File: src/rtl/serial_addsub_seq.sv
// Bit-serial add/subtract sequencer: one full-adder slice per clock, LSB first.
// Subtraction inverts B bit-by-bit and seeds the carry with 1 (two's complement).
// Result, final carry and signed overflow are held in DONE until the consumer
// takes them with done_valid && done_ready.
module serial_addsub_seq #(
  parameter int WIDTH = 8
) (
  input  logic             clk,
  input  logic             rst_n,
  input  logic             start_valid,
  output logic             start_ready,
  input  logic             sub,
  input  logic [WIDTH-1:0] a,
  input  logic [WIDTH-1:0] b,
  output logic             busy,
  output logic [WIDTH-1:0] result,
  output logic             carry_out,
  output logic             overflow,
  output logic             done_valid,
  input  logic             done_ready
);

  localparam int CNT_W = $clog2(WIDTH);
  localparam logic [CNT_W-1:0] LAST_BIT = CNT_W'(WIDTH - 1);

  typedef enum logic [1:0] {
    IDLE = 2'd0,
    RUN  = 2'd1,
    DONE = 2'd2
  } state_t;

  state_t           state;
  logic [WIDTH-1:0] a_sh;
  logic [WIDTH-1:0] b_sh;
  logic             sub_r;
  logic             carry;
  logic [CNT_W-1:0] cnt;

  logic             bi;
  logic             s;
  logic             carry_nxt;

  // Majority of three bits: carry out of a full adder.
  function automatic logic maj(input logic x, input logic y, input logic z);
    return (x & y) | (x & z) | (y & z);
  endfunction

  // Handshake/status outputs are decoded from the state register.
  assign start_ready = (state == IDLE);
  assign busy        = (state != IDLE);

  // One-bit slice: conditional inverter on B feeding a full adder.
  assign bi        = b_sh[0] ^ sub_r;
  assign s         = a_sh[0] ^ bi ^ carry;
  assign carry_nxt = maj(a_sh[0], bi, carry);

  // Sequencer: accept, shift one bit per RUN cycle, hold result in DONE.
  always_ff @(posedge clk or negedge rst_n) begin
    if (!rst_n) begin
      state      <= IDLE;
      a_sh       <= '0;
      b_sh       <= '0;
      sub_r      <= 1'b0;
      carry      <= 1'b0;
      cnt        <= '0;
      result     <= '0;
      carry_out  <= 1'b0;
      overflow   <= 1'b0;
      done_valid <= 1'b0;
    end else begin
      case (state)
        IDLE: begin
          if (start_valid) begin
            a_sh  <= a;
            b_sh  <= b;
            sub_r <= sub;
            carry <= sub;
            cnt   <= '0;
            state <= RUN;
          end
        end
        RUN: begin
          carry  <= carry_nxt;
          result <= {s, result[WIDTH-1:1]};
          a_sh   <= a_sh >> 1;
          b_sh   <= b_sh >> 1;
          cnt    <= cnt + 1'b1;
          if (cnt == LAST_BIT) begin
            // MSB slice: carry into it vs. carry out of it gives signed overflow.
            carry_out  <= carry_nxt;
            overflow   <= carry ^ carry_nxt;
            done_valid <= 1'b1;
            state      <= DONE;
          end
        end
        DONE: begin
          if (done_ready) begin
            done_valid <= 1'b0;
            state      <= IDLE;
          end
        end
        default: begin
          state      <= IDLE;
          done_valid <= 1'b0;
        end
      endcase
    end
  end

endmodule

File: config.mk
export PLATFORM = sky130hd
export DESIGN_NAME = serial_addsub_seq
export DESIGN_NICKNAME = d
export VERILOG_FILES = /design/src/rtl/serial_addsub_seq.sv
export SDC_FILE = /design/constraint.sdc
export NUM_CORES = 1
export LEC_CHECK = 0
export ABC_AREA = 1
export CORE_MARGIN = 4
export CORE_UTILIZATION = 50
export CTS_CLUSTER_DIAMETER = 30
export DETAILED_ROUTE_END_ITERATION = 8
export HOLD_SLACK_MARGIN = 0.03
export PLACE_DENSITY = 0.79
export SYNTH_ARGS = -nofsm -noshare
export SYNTH_HDL_FRONTEND = slang
export SYNTH_SLANG_ARGS = --single-unit
File: constraint.sdc
create_clock -name clk -period 1.55 [get_ports clk]
set_input_delay 0.2325 -clock clk [delete_from_list [all_inputs] [get_ports clk]]
set_output_delay 0.2325 -clock clk [all_outputs]
set_load 0.03 [all_outputs]
==> metrics <==
outcome=completed; crit path max fanout=8; clk root buf=clkbuf_4; Final setup viols=0; clock slew at reported path FFs=100 ps; Worst Path Buf+Inv=2; Die Ht=64.1 um; residual DRC count=0; initial DRC count=93; CP startpoint kind=flip-flop; leak pwr=1.08 nW; RR Endpoint=overflow; row cnt=20; Yosys warnings=0; I/O Pins=34; synth unique cells=16; maximum root-to-sink buffer count=2; final hold violation count=0; routability-driven placement congestion ratio=0.769; hold_buf cts=0; CP Class=flip-flop to primary output; syn nets=approximately 220; Top delay family on crit path=flip-flops; share of cells above drive strength 1=under 10%; Post-Syn Area=1580 sq um; actual slew at the worst max-slew pin=434 ps; setup TNS=0 ps; final max-slew violation count=0; maximum VDD drop=1.12 mV; post-DR vias/cell=4.75; Final #Nets=260; final non-filler cell area=1980 sq um; unrepaired setup endpoints after global routing=no; CTS tree=done; post-CTS setup buffer count=0; first-pass GRT wire length=about 5300 um; clock latency on the worst-skew pair=330 ps; DP HPWL=about 2200 um; # resized after CTS=11; Req. time, crit path=approximately 1300 ps; skew final=7.98 ps; GRT overflow=0; reg2reg setup slack=about 200 ps; Post-DP Area=about 1900 sq um; endpoint class of the critical path=primary output; antenna-violating nets left=0; total track usage=16.9%; min cycle time layout=1440 ps; final WL=~3200 um; worst reg2reg startpoint=b_sh[0]; Comb power frac=49.2%; Fmax achieved=a little under 700 MHz; Final period util=93.2%; Seq pwr share=39.3%; die width=roughly 64 um; pin count of the biggest net entering global routing=35; PwrDens=just under 2000 nW/um^2; Worst slew margin=71.0%; detailed-route via count=1329; clock power share=11.5%; internal power=roughly 2.2 mW; Ant. Diodes=0; sequential fraction of the synthesis area=54.0%; Mapped Avg Cell Area=7.92 sq um; DR pass1 iterations=4; Hold Crit Class=primary input to async pin; htree depth=2; #FFs+latches synth=34; full die area=4110 sq um; switch share=44.5%; max incr delay on CP=490 ps; Initial Util=a little over half; Layout Utilization=65.5%; initial antenna violation count=0; clock buffer count from CTS=5; critical-path cell list=nor2_2 > inv_1 > buf_4; post-detailed-route wirelength per cell=between 10 and 15 um; core footprint=roughly 3000 sq um; CTS sink cnt=34; Syn Inst Count=just under 200; slowest CP cell=dfrtp_2; P_sw=1.72 mW; critical path data arrival time=1210 ps; input/output buffers=33; max-cap violation count=0; vias in the first global route=~1200; worst r2r path cells=6; Area Growth Syn to Fin=25.8%
==> synth_stat cells, drive strengths merged <==
| cell type | instances | area share (%) |
|---|---|---|
| o31ai | 1 | 0.48 |
| ha | 2 | 1.6 |
| xnor2 | 1 | 0.56 |
| nand2 | 107 | 26 |
| inv | 13 | 3.1 |
| buf | 9 | 3.4 |
| nor2 | 2 | 0.48 |
| o21ai | 13 | 4.4 |
| dfrtp | 34 | 54 |
| fa | 1 | 1.3 |
| nand3 | 16 | 5.1 |
==> worst max path at each step <==
stage	start	end	slack (ps)	depth (start not counted)
6_report	state[0]	busy	110	3
5_1_grt	state[0]	busy	2	3
4_1_cts	state[0]	busy	40	3
3_5_place_dp	start_valid	cnt[0]	200	5
3_3_place_gp	start_valid	carry	230	5
2_1_floorplan	state[0]	busy	210	3
==> through the flow <==
step	worst slack, ps	hold WS [ps]	power [mW]	cells
floorplan	206	-63.1	2.90	199
global placement	229	458	3.51	273
detailed placement	196	465	3.55	273
CTS	41.1	287	3.92	280
global route	2.48	316	4.24	280
finish	106	290	3.87	280
==> metal layers <==
metal | share of wire, % | global-route usage (%)
met5 | 0 | 0
met4 | 2.2 | 7.92
met3 | 5.0 | 4.75
met2 | 44 | 24.9
met1 | 49 | 23.0
==> logic make-up (layout without fill, tap and decap cells) <==
kind of cell             Yosys count  in the layout  share of synthesized area (%)
AO/OA/AOI/OAI                     14             14                           4.85
AND/OR/NAND/NOR                  125            125                           31.2
flip-flops                        34             34                           54.0
adder cells (fa/ha/maj)            3              3                           2.86
XOR/XNOR                           1              1                          0.556
buffers and inverters             22             59                           6.51
==> layout make-up <==
type | count | area (sq um)
inverter | 13 | 48.8
timing repair buffer | 39 | 357
fill | 268 | 1050
clock buffer | 7 | 45.0
sequential | 34 | 852
multi-input combinational | 143 | 624
tap | 44 | 55.1
==> cells in the final DEF, fill, tap and decap left out, drive strengths merged <==
cell type	instances
nand2	107
dfrtp	34
clkdlybuf4s50	20
nand3	16
o21ai	13
inv	13
dlygate4sd2	11
buf	8
clkbuf	7
ha	2
nor2	2
xnor2	1
o31ai	1
fa	1
==> sequential cells by signal, indices dropped and copies added (netlist names) <==
register and cells:
a_sh 8, b_sh 8, carry 1, carry_out 1, cnt 3, done_valid 1
overflow 1, result 8, state 2, sub_r 1
==> power groups by stage <==
stage	sequential, mW	combinational (mW)	clock [mW]
floorplan	1.73	1.16	0
global placement	1.54	1.97	0
detailed placement	1.54	2.02	0
CTS	1.52	1.93	0.471
global route	1.57	2.16	0.508
finish	1.52	1.90	0.446
Note: power is estimated with default switching activity, not from simulation.
